### src/rtl/gs_cmd_decoder.sv
`default_nettype none
// ==== gs_cmd_decoder : assembles SET_FB/LINE/FILL command words, dispatches to engines ====
// ==== optional GS_CMD_TIMEOUT_EN: abort a stalled partial command      rev 1.0        ====
module gs_cmd_decoder #(
  parameter int COORD_W  = 16,
  parameter int ADDR_W   = 24,
  parameter int SIZE_W   = 10,
  parameter int RST_FB_W = 640,
  parameter int RST_FB_H = 480,
  parameter int TIMEOUT  = 1024
) (
  input  logic                      clk,
  input  logic                      rst_n,
  input  logic [15:0]               i_data,
  input  logic                      i_valid,
  output logic                      o_ready,
  output logic signed [COORD_W-1:0] o_x1,
  output logic signed [COORD_W-1:0] o_y1,
  output logic signed [COORD_W-1:0] o_x2,
  output logic signed [COORD_W-1:0] o_y2,
  output logic [15:0]               o_color,
  output logic                      o_line_start,
  output logic                      o_fill_start,
  input  logic                      i_busy,
  output logic [ADDR_W-1:0]         o_fb_addr,
  output logic [SIZE_W-1:0]         o_fb_width,
  output logic [SIZE_W-1:0]         o_fb_height,
  output logic                      o_err,
  input  logic                      i_err_clr
);

  localparam logic [3:0] OP_NOP   = 4'd0;
  localparam logic [3:0] OP_SETFB = 4'd1;
  localparam logic [3:0] OP_LINE  = 4'd2;
  localparam logic [3:0] OP_FILL  = 4'd3;

  typedef enum logic [1:0] {
    S_IDLE     = 2'd0,
    S_PAYLOAD  = 2'd1,
    S_DISPATCH = 2'd2,
    S_GUARD    = 2'd3
  } state_t;

  state_t                      state_q, state_d;
  logic [3:0]                  op_q, op_d;
  logic [2:0]                  cnt_q, cnt_d;
  logic                        guard_q, guard_d;
  logic [15:0]                 sh_q [5];
  logic [15:0]                 sh_d [5];
  logic                        ready_q, ready_d;
  logic signed [COORD_W-1:0]   x1_q, x1_d, y1_q, y1_d, x2_q, x2_d, y2_q, y2_d;
  logic [15:0]                 color_q, color_d;
  logic                        line_start_q, line_start_d;
  logic                        fill_start_q, fill_start_d;
  logic [ADDR_W-1:0]           fb_addr_q, fb_addr_d;
  logic [SIZE_W-1:0]           fb_w_q, fb_w_d, fb_h_q, fb_h_d;
  logic                        err_q, err_d;
  logic                        err_set;
  logic                        accept;
  logic [2:0]                  last_idx;

`ifdef GS_CMD_TIMEOUT_EN
  localparam int TMO_W = $clog2(TIMEOUT + 1);
  logic [TMO_W-1:0]            tmo_q, tmo_d;
`else
  logic                        unused_timeout;
  assign unused_timeout = ^TIMEOUT;
`endif

  assign accept   = i_valid & ready_q;
  assign last_idx = (op_q == OP_SETFB) ? 3'd3 : 3'd4;

  always_comb begin
    state_d      = state_q;
    op_d         = op_q;
    cnt_d        = cnt_q;
    guard_d      = guard_q;
    sh_d         = sh_q;
    x1_d         = x1_q;
    y1_d         = y1_q;
    x2_d         = x2_q;
    y2_d         = y2_q;
    color_d      = color_q;
    fb_addr_d    = fb_addr_q;
    fb_w_d       = fb_w_q;
    fb_h_d       = fb_h_q;
    line_start_d = 1'b0;
    fill_start_d = 1'b0;
    err_set      = 1'b0;
`ifdef GS_CMD_TIMEOUT_EN
    tmo_d        = tmo_q;
`endif

    case (state_q)
      S_IDLE: begin
        if (accept) begin
          op_d  = i_data[15:12];
          cnt_d = 3'd0;
`ifdef GS_CMD_TIMEOUT_EN
          tmo_d = '0;
`endif
          case (i_data[15:12])
            OP_NOP:                     state_d = S_IDLE;
            OP_SETFB, OP_LINE, OP_FILL: state_d = S_PAYLOAD;
            default:                    err_set = 1'b1;
          endcase
        end
      end

      S_PAYLOAD: begin
        if (accept) begin
          for (int i = 0; i < 5; i++) begin
            if (cnt_q == 3'(i)) sh_d[i] = i_data;
          end
          cnt_d = cnt_q + 3'd1;
          if (cnt_q == last_idx) state_d = S_DISPATCH;
`ifdef GS_CMD_TIMEOUT_EN
          tmo_d = '0;
        end else if (tmo_q == TMO_W'(TIMEOUT - 1)) begin
          // Stalled too long: drop the partial command without dispatching it.
          err_set = 1'b1;
          state_d = S_IDLE;
          tmo_d   = '0;
        end else begin
          tmo_d = tmo_q + 1'b1;
`endif
        end
      end

      S_DISPATCH: begin
        // The framebuffer and engine operands only change while no engine is running.
        if (!i_busy) begin
          if (op_q == OP_SETFB) begin
            fb_addr_d = ADDR_W'({sh_q[0][7:0], sh_q[1]});
            fb_w_d    = sh_q[2][SIZE_W-1:0];
            fb_h_d    = sh_q[3][SIZE_W-1:0];
          end else begin
            x1_d         = COORD_W'(signed'(sh_q[0]));
            y1_d         = COORD_W'(signed'(sh_q[1]));
            x2_d         = COORD_W'(signed'(sh_q[2]));
            y2_d         = COORD_W'(signed'(sh_q[3]));
            color_d      = sh_q[4];
            line_start_d = (op_q == OP_LINE);
            fill_start_d = (op_q == OP_FILL);
          end
          guard_d = 1'b0;
          state_d = S_GUARD;
        end
      end

      S_GUARD: begin
        if (guard_q) state_d = S_IDLE;
        else         guard_d = 1'b1;
      end

      default: state_d = S_IDLE;
    endcase

    ready_d = (state_d == S_IDLE) || (state_d == S_PAYLOAD);
    // A new error wins over a simultaneous clear.
    err_d   = err_set | (err_q & ~i_err_clr);
  end

  always_ff @(posedge clk or negedge rst_n) begin
    if (!rst_n) begin
      state_q      <= S_IDLE;
      op_q         <= OP_NOP;
      cnt_q        <= 3'd0;
      guard_q      <= 1'b0;
      for (int i = 0; i < 5; i++) sh_q[i] <= 16'h0000;
      ready_q      <= 1'b0;
      x1_q         <= '0;
      y1_q         <= '0;
      x2_q         <= '0;
      y2_q         <= '0;
      color_q      <= 16'h0000;
      line_start_q <= 1'b0;
      fill_start_q <= 1'b0;
      fb_addr_q    <= '0;
      fb_w_q       <= SIZE_W'(RST_FB_W);
      fb_h_q       <= SIZE_W'(RST_FB_H);
      err_q        <= 1'b0;
`ifdef GS_CMD_TIMEOUT_EN
      tmo_q        <= '0;
`endif
    end else begin
      state_q      <= state_d;
      op_q         <= op_d;
      cnt_q        <= cnt_d;
      guard_q      <= guard_d;
      sh_q         <= sh_d;
      ready_q      <= ready_d;
      x1_q         <= x1_d;
      y1_q         <= y1_d;
      x2_q         <= x2_d;
      y2_q         <= y2_d;
      color_q      <= color_d;
      line_start_q <= line_start_d;
      fill_start_q <= fill_start_d;
      fb_addr_q    <= fb_addr_d;
      fb_w_q       <= fb_w_d;
      fb_h_q       <= fb_h_d;
      err_q        <= err_d;
`ifdef GS_CMD_TIMEOUT_EN
      tmo_q        <= tmo_d;
`endif
    end
  end

  assign o_ready      = ready_q;
  assign o_x1         = x1_q;
  assign o_y1         = y1_q;
  assign o_x2         = x2_q;
  assign o_y2         = y2_q;
  assign o_color      = color_q;
  assign o_line_start = line_start_q;
  assign o_fill_start = fill_start_q;
  assign o_fb_addr    = fb_addr_q;
  assign o_fb_width   = fb_w_q;
  assign o_fb_height  = fb_h_q;
  assign o_err        = err_q;

endmodule
`default_nettype wire

### config.mk
export PLATFORM = sky130hd
export DESIGN_NAME = gs_cmd_decoder
export DESIGN_NICKNAME = d
export VERILOG_FILES = /design/src/rtl/gs_cmd_decoder.sv
export SDC_FILE = /design/constraint.sdc
export NUM_CORES = 1
export LEC_CHECK = 0
export CELL_PAD_IN_SITES_DETAIL_PLACEMENT = 1
export CELL_PAD_IN_SITES_GLOBAL_PLACEMENT = 1
export CORE_MARGIN = 2
export CORE_UTILIZATION = 47
export CTS_CLUSTER_SIZE = 16
export DETAILED_ROUTE_END_ITERATION = 10
export PLACE_DENSITY = 0.95
export SLEW_MARGIN = 20
export SYNTH_ARGS = -nofsm -noshare
export SYNTH_HDL_FRONTEND = slang
export SYNTH_SLANG_ARGS = --single-unit
### constraint.sdc
create_clock -name clk -period 3.5 [get_ports clk]
set_input_delay 0.525 -clock clk [delete_from_list [all_inputs] [get_ports clk]]
set_output_delay 0.525 -clock clk [all_outputs]
set_load 0.02 [all_outputs]
==> flow_metrics.tcl, run 1 <==
set metrics [dict create \
    clkTransAtPathRegs_ns 0.06 \
    cts_tree "done" \
    synth.avg_cell_area_um2 17.0 \
    synthFlopType "dfrtp_1" \
    grt_use_met1_pct 25.9 \
    fin_crit_ns 2.30 \
    final_max_slew_viol_count 0 \
    grtUsageTotal_pct 22.1 \
    p_leak_uw 0.00509 \
    route.detailed.drc 0 \
    nets 683 \
    place_congestion 0.779 \
    finalSetupTns_ns 0 \
    postRouteAntennaNets 0 \
    dpl_cell_area_mm2 0.0102 \
    numCtsBuffers 22 \
    via_count 4777 \
    cts_resized 0 \
    grt_remaining_overflow 0 \
    hp-class "input pin to async pin" \
    start_util_pct 47.5 \
    crit_path_end_kind "register" \
    critPathKind "register to register" \
    clock.fmax_ghz 0.435 \
    die_area_mm2 0.0191 \
    synth_nets 525 \
    vias_per_cell 5.31 \
    port-buffer-count 148 \
    firstDrtPassIters 4 \
    fin_hold_ws_ns 0.0838 \
    die_w_um 138 \
    synthesis.area_mm2 0.00847 \
    hpwl_um 14000 \
    worstPathMaxFanout 12 \
    drv_cap 0 \
    post-synth-top-area-cell "dfrtp_1" \
    post_cts_buffers 0 \
    cts_sinks 218 \
    wl_per_cell_um 23.3 \
    clk_latency_ns 0.49 \
    grtUsageMet3_pct 3.33 \
    yosysMostFrequentCell "dfrtp_1" \
    synth_warnings 0 \
    synth_edf_count 0 \
    outcome "finished clean" \
    hold_viol 0 \
    cts-htree-levels 1 \
    vdd_drop_max_uv 407 \
    ios 149 \
    synth.area.top_cells "dfrtp_1, mux2_2, mux2_4" \
    worst_ep_required_time_ns 3.88 \
    worst_pin_slew_ns 0.696 \
    start_kind "register" \
    n_antenna_cell 0 \
    gr-usage-met2_pct 42.8 \
    grt_pass1_wl_um 33200 \
    slew_headroom_pct 53.6 \
    fin_skew_ns 0.0149 \
    dieHeight_um 138 \
    ys_seq_area_share_pct 64.5 \
    final_cell_area_mm2 0.0109 \
    min_period_over_period_pct 65.7 \
    row_count 49 \
    busiest_layer "met2" \
    drtIter0Drc 193 \
    setup_viol 0 \
    grt_max_degree 87 \
    clock_path_buffers 3 \
    root_buffer "clkbuf_16" \
    syn_inst 499 \
    antenna_found_initial 0 \
    synthArstFlopShare_pct 100 \
    coreArea_mm2 0.0178 \
    drive_gt1_share_pct 31.0 \
    drt-total-wl_um 20900 \
    ys_types 30 \
    area_growth_syn_to_layout_pct 29.2 \
    ctsHoldBuffers 0 \
    grt_pass1_vias 5602 \
    rsz0062_at_grt "no" \
    synth_top_area_share_pct 62.6 \
    cp_data_arrival_time_ns 2.68 \
    synth_seq_cells 218 \
    power.density_mw_per_mm2 871 \
    utilization_pct 61.3 \
    synth_common_cells "dfrtp_1, mux2_2, mux2_1, mux2_4, buf_2" \
]
cell usage in the layout, fill, tap and decap left out, types with 5 or more instances in the layout:
cell,count
dfstp_2,6
inv_1,5
buf_4,6
clkdlybuf4s50_1,147
dfrtp_1,212
mux2_1,53
nor2_1,6
ha_1,5
nand2_1,7
clkbuf_8,5
clkbuf_16,23
mux2_2,115
mux2_4,40
registers in the layout (all words and copies together) (netlist names), 3 cells and up, named ones only:
register	count
cnt_q	3
o_color	16
o_fb_addr	24
o_fb_height	10
o_fb_width	10
o_x1	16
o_x2	16
o_y1	16
o_y2	16
op_q	4
sh_q	80
worst paths after layout:
check	startpoint	endpoint	slack, ns	cells after the start
setup / recovery	register	sh_q[13]$_DFFE_PN0P_	1.20	4
max in group asynchronous	rst_n	o_fb_height[5]$_DFFE_PN1P_	2.55	2
hold / removal	rst_n	o_x1[3]$_DFFE_PN0P_	0.08	1
hold reg to reg	o_x2[3]$_DFFE_PN0P_	o_x2[3]$_DFFE_PN0P_	0.49	1
min in group clk	o_x2[3]$_DFFE_PN0P_	o_x2[3]$_DFFE_PN0P_	0.49	1
setup reg to reg	register	sh_q[13]$_DFFE_PN0P_	1.20	4
cell families (layout without fill, tap and decap cells):
logic type / after synthesis / count (layout) / synth area share [%]
muxes: 209 / 209 / 29.5
DFF: 218 / 218 / 64.5
adders and majority gates: 5 / 5 / 0.739
and+or+nand+nor: 29 / 29 / 2.08
AOI/OAI and AO/OA: 10 / 10 / 0.872
buffers and inverters: 28 / 199 / 2.26
area by class of cell:
| class | instances | area [µm²] |
|---|---|---|
| fill | 1609 | 6900 |
| sequential | 218 | 5460 |
| multi-input combinational | 253 | 2820 |
| timing repair buffer | 157 | 1590 |
| clock buffer | 31 | 646 |
| tap | 229 | 287 |
| clock inverter | 6 | 111 |
| inverter | 5 | 18.8 |
where the power goes:
group,internal [µW],switching [µW]
combinational,1660,1280
sequential,3440,706
clock,1500,943
total,6600,2920
critical path, cell delays in order, from the launching register on:
cell	delay [ns]
dfrtp_1	0.60
and4b_1	0.44
and3_1	0.47
buf_4	0.31
mux2_2	0.36
layer usage:
layer / routed length [µm] / up-vias
li1: - / 2075
met2: 11700 / 118
met5: 0 / -
met3: 844 / 31
met4: 367 / 0
met1: 8050 / 2553
through the flow:
| step | cells | worst slack, ns | power [µW] |
|---|---|---|---|
| 6_report | 899 | 1.20 | 9520 |
| 5_1_grt | 899 | 1.09 | 9970 |
| 4_1_cts | 899 | 1.18 | 9640 |
| 3_5_place_dp | 862 | 0.788 | 7110 |
| 3_3_place_gp | 862 | 0.918 | 6830 |
| 2_1_floorplan | 499 | 1.81 | 5720 |
No activity file was read; power rests on OpenSTA's default activity.
==> inputs of run 2 (changes only) <==
- CORE_UTILIZATION: 47 -> 44
- PLACE_DENSITY: 0.95 -> 0.9
- clock period: 3.5 -> 2.31 ns (I/O delays scaled with it)
==> flow_metrics.tcl, run 2 (synthesis results as in run 1) <==
set metrics [dict create \
    nets 693 \
    rsz0062_at_grt "no" \
    regMostFlops "sh_q" \
    drt-total-wl_um 20700 \
    cts_tree "done" \
    start_kind "register" \
    hold_viol 0 \
    start_util_pct 45.1 \
    critical_path_depth 1 \
    critPathLaunch "o_fb_height[6]$_DFFE_PN1P_" \
    postRouteAntennaNets 0 \
    setup_viol 0 \
    clk_latency_ns 0.52 \
    vdd_drop_max_uv 566 \
    crit_path_end_kind "primary output" \
    via_count 4823 \
    cts-htree-levels 1 \
    critPathKind "register to primary output" \
    endpoint "o_fb_height[6]" \
    fin_crit_ns 2.03 \
    path_cells "clkdlybuf4s50_1" \
    utilization_pct 58.8 \
    drtIter0Drc 228 \
    reg2reg_to "sh_q[51]$_DFFE_PN0P_" \
    worst_ep_required_time_ns 1.96 \
    clock.fmax_ghz 0.493 \
    numCtsBuffers 24 \
    layout_commonest_cell "dfrtp_1" \
    route.detailed.drc 0 \
    vias_per_cell 5.25 \
    reg2reg_depth 4 \
    dieHeight_um 143 \
    firstDrtPassIters 4 \
    p_leak_uw 0.00513 \
    hpwl_um 14400 \
    drive_gt1_share_pct 32.0 \
    finalSetupTns_ns 0 \
    port-buffer-count 148 \
    outcome "finished clean" \
    grtUsageTotal_pct 21.1 \
    n_antenna_cell 0 \
    post_cts_buffers 0 \
    grt_pass1_vias 5627 \
    fillers 1730 \
    slew_headroom_pct 70.6 \
    crit_buf_inv 1 \
    place_congestion 0.789 \
    hp-class "input pin to async pin" \
    final_max_slew_viol_count 0 \
    worst_pin_slew_ns 0.441 \
    cts_sinks 218 \
    die_w_um 143 \
    coreArea_mm2 0.0188 \
    antenna_found_initial 0 \
    dpl_cell_area_mm2 0.0103 \
    ios 149 \
    worstPathMaxFanout 2 \
    row_count 50 \
    r2r_slack_ns 0.39 \
    clock_path_buffers 3 \
    clkTransAtPathRegs_ns 0.07 \
    fin_skew_ns 0.0172 \
    final_cell_mix "dfrtp_1, clkdlybuf4s50_1, mux2_2, mux2_1, mux2_4" \
    cp_data_arrival_time_ns 1.68 \
    min_period_over_period_pct 87.7 \
    grt_max_degree 64 \
    largest_register_ffs 80 \
    root_buffer "clkbuf_16" \
    drv_cap 0 \
    power.density_mw_per_mm2 1290 \
    die_area_mm2 0.0204 \
    crit_family "buffers and inverters" \
    final_cell_area_mm2 0.0110 \
    area_growth_syn_to_layout_pct 30.3 \
    crit_slowest_cell "clkdlybuf4s50_1" \
    slowest_delay_ns 0.64 \
    wl_per_cell_um 22.5 \
    grt_pass1_wl_um 32900 \
    grt_remaining_overflow 0 \
]
[run 2: changes by cell type in the layout (fill, tap and decap cells not counted), sizes merged]
cell | previous run | this run
dlygate4sd3 | 0 | 1
clkinv | 2 | 7
buf | 9 | 17
clkinvlp | 1 | 4
bufinv | 3 | 0
clkbuf | 32 | 33
[run 2: worst min path at each step]
stage	cells past startpoint	slack, ns	endpoint
floorplan	0	0.05	async pin
global placement	1	0.28	o_y2[3]$_DFFE_PN0P_
detailed placement	1	0.30	o_fb_height[3]$_DFFE_PN0P_
CTS	2	0.35	o_y2[3]$_DFFE_PN0P_
global route	2	0.37	o_y2[3]$_DFFE_PN0P_
finish	2	0.36	o_y2[3]$_DFFE_PN0P_
[run 2: repair_timing]
action / CTS / global route
resized for setup: 0 / 0
endpoints found under the hold margin: 49 / 0
hold buffers: 1 / 0
[run 2: power by group]
group | internal, µW | total, µW | switching (µW)
Sequential | 5210 | 6260 | 1040
Clock | 1990 | 3510 | 1510
Combinational | 2570 | 4480 | 1910
[run 2: area by class of cell]
class	instances	area [µm²]	area share [%]
tap	234	293	2.65
timing repair buffer	165	1700	15.4
multi-input combinational	253	2820	25.6
clock buffer	33	654	5.93
clock inverter	11	76.3	0.692
sequential	218	5460	49.5
inverter	5	18.8	0.170
[run 2: routing by layer]
layer	share of wire [%]	GRT usage, %	up-vias
li1	-	-	2101
met1	42	26.4	2590
met2	52	37.7	106
met3	3.7	3.45	26
met4	2.2	6.25	0
met5	0	0	-
[run 2: metrics by stage]
| step | hold WS (ns) | worst slack, ns | instances | total power (µW) |
|---|---|---|---|---|
| detailed placement | 0.301 | 0.184 | 874 | 10800 |
| floorplan | 0.0509 | 0.647 | 499 | 8670 |
| CTS | 0.350 | 0.270 | 919 | 14400 |
| finish | 0.356 | 0.284 | 919 | 14200 |
| global route | 0.372 | 0.253 | 919 | 15000 |
| global placement | 0.284 | 0.200 | 874 | 10400 |
==> inputs of run 3 (changes only) <==
- RECOVER_POWER: default -> 100
- SKIP_LAST_GASP: default -> 1
==> flow_metrics.tcl, run 3 (synthesis results as in run 1) <==
set metrics [dict create \
    hp-class "input pin to register" \
    nets 693 \
    drv_cap 0 \
    clock_path_buffers 3 \
    grt_max_degree 64 \
    wl_per_cell_um 22.4 \
    vias_per_cell 5.24 \
    clkTransAtPathRegs_ns 0.06 \
    grt_pass1_wl_um 32900 \
    drive_gt1_share_pct 26.3 \
    min_period_over_period_pct 90.6 \
    antenna_found_initial 0 \
    clk_latency_ns 0.52 \
    die_w_um 143 \
    start_kind "register" \
    area_growth_syn_to_layout_pct 28.3 \
    final_max_slew_viol_count 0 \
    ctsHoldBuffers 1 \
    place_congestion 0.789 \
    crit_path_end_kind "primary output" \
    drtIter0Drc 215 \
    final_cell_mix "dfrtp_1, dlygate4sd3_1, mux2_2, mux2_1, clkbuf_16" \
    grt_pass1_vias 5627 \
    fillers 1760 \
    slowest_delay_ns 0.71 \
    worstPathMaxFanout 2 \
    numCtsBuffers 24 \
    multi_input_area_mm2 0.00269 \
    cp_data_arrival_time_ns 1.75 \
    hpwl_um 14400 \
    dpl_worst_slack_ns 0.184 \
    worst_ep_required_time_ns 1.96 \
    fin_crit_ns 2.09 \
    p_leak_uw 0.00543 \
    rsz0062_at_grt "no" \
    post_cts_buffers 0 \
    finalSetupTns_ns 0 \
    outcome "finished clean" \
    crit_family "buffers and inverters" \
    fin_ws_ns 0.217 \
    dpl_cell_area_mm2 0.0103 \
    largest_register_ffs 80 \
    hold_viol 0 \
    crit_buf_inv 1 \
    drt-total-wl_um 20500 \
    final_cell_area_mm2 0.0109 \
    grt_remaining_overflow 0 \
    layout_commonest_cell "dfrtp_1" \
    clock.fmax_ghz 0.478 \
    cts_sinks 218 \
    dieHeight_um 143 \
    register_area_mm2 0.00546 \
    power.density_mw_per_mm2 1260 \
    vdd_drop_max_uv 562 \
    crit_slowest_cell "dlygate4sd3_1" \
    coreArea_mm2 0.0188 \
    via_count 4819 \
    setup_viol 0 \
    cts_tree "done" \
    postRouteAntennaNets 0 \
    root_buffer "clkbuf_16" \
    slew_headroom_pct 1.21 \
    cts-htree-levels 1 \
    cts_resized 0 \
    fin_skew_ns 0.0172 \
    port-buffer-count 148 \
    die_area_mm2 0.0204 \
    worst_pin_slew_ns 1.48 \
    grtUsageTotal_pct 21.1 \
    row_count 50 \
    start_util_pct 45.1 \
    regMostFlops "sh_q" \
    path_cells "dlygate4sd3_1" \
    route.detailed.drc 0 \
    power.total_uw 13600 \
    critPathKind "register to primary output" \
    firstDrtPassIters 4 \
    n_antenna_cell 0 \
    ios 149 \
]
-- run 3: changes by cell type in the layout (fill, tap and decap cells not counted), sizes merged --
cell,delta
clkbuf,+5
buf,-5
dlygate4sd3,+128
clkdlybuf4s50,-128
-- run 3: cell type report --
| type | instances | area share (%) |
|---|---|---|
| well taps | 234 | 2.69 |
| clock inverters | 11 | 0.702 |
| clock buffers | 33 | 6.02 |
| multi-input cells | 253 | 24.8 |
| inverters | 5 | 0.173 |
| flip-flops and latches | 218 | 50.3 |
| repair buffers | 165 | 15.4 |
-- run 3: path summary, 6_finish.rpt --
path,startpoint,to,slack (ns),depth (start not counted)
max reg2reg,state_q[1]$_DFF_PN0_,o_x2[6]$_DFFE_PN0P_,0.25,4
min,i_err_clr,o_err$_DFF_PN0_,0.44,2
min in group asynchronous,rst_n,o_y2[3]$_DFFE_PN0P_,0.73,2
max in group asynchronous,rst_n,o_fb_width[7]$_DFFE_PN1P_,0.46,3
max,o_fb_height[6]$_DFFE_PN1P_,o_fb_height[6],0.22,1
min reg2reg,o_x2[0]$_DFFE_PN0P_,o_x2[0]$_DFFE_PN0P_,0.48,1
-- run 3: through the flow --
stage,utilization (%),hold WS (ns),std cells
2_1_floorplan,-,0.0509,499
3_3_place_gp,54.8,0.284,874
3_5_place_dp,54.8,0.301,874
4_1_cts,58.8,0.350,919
5_1_grt,57.9,0.454,919
6_report,57.9,0.443,919
-- run 3: layer usage --
layer	wire length (µm)	part of all wire, %	track usage (%)
met4	457	2.2	6.25
met3	772	3.8	3.45
met5	0	0	0
met1	8530	42	26.4
met2	10800	52	37.7
-- run 3: report_power, final --
group	leakage (µW)	internal, µW	switching (µW)
sequential	0.00282	5210	994
combinational	0.00226	2050	1890
clock	0.000349	1990	1510
total	0.00543	9250	4400
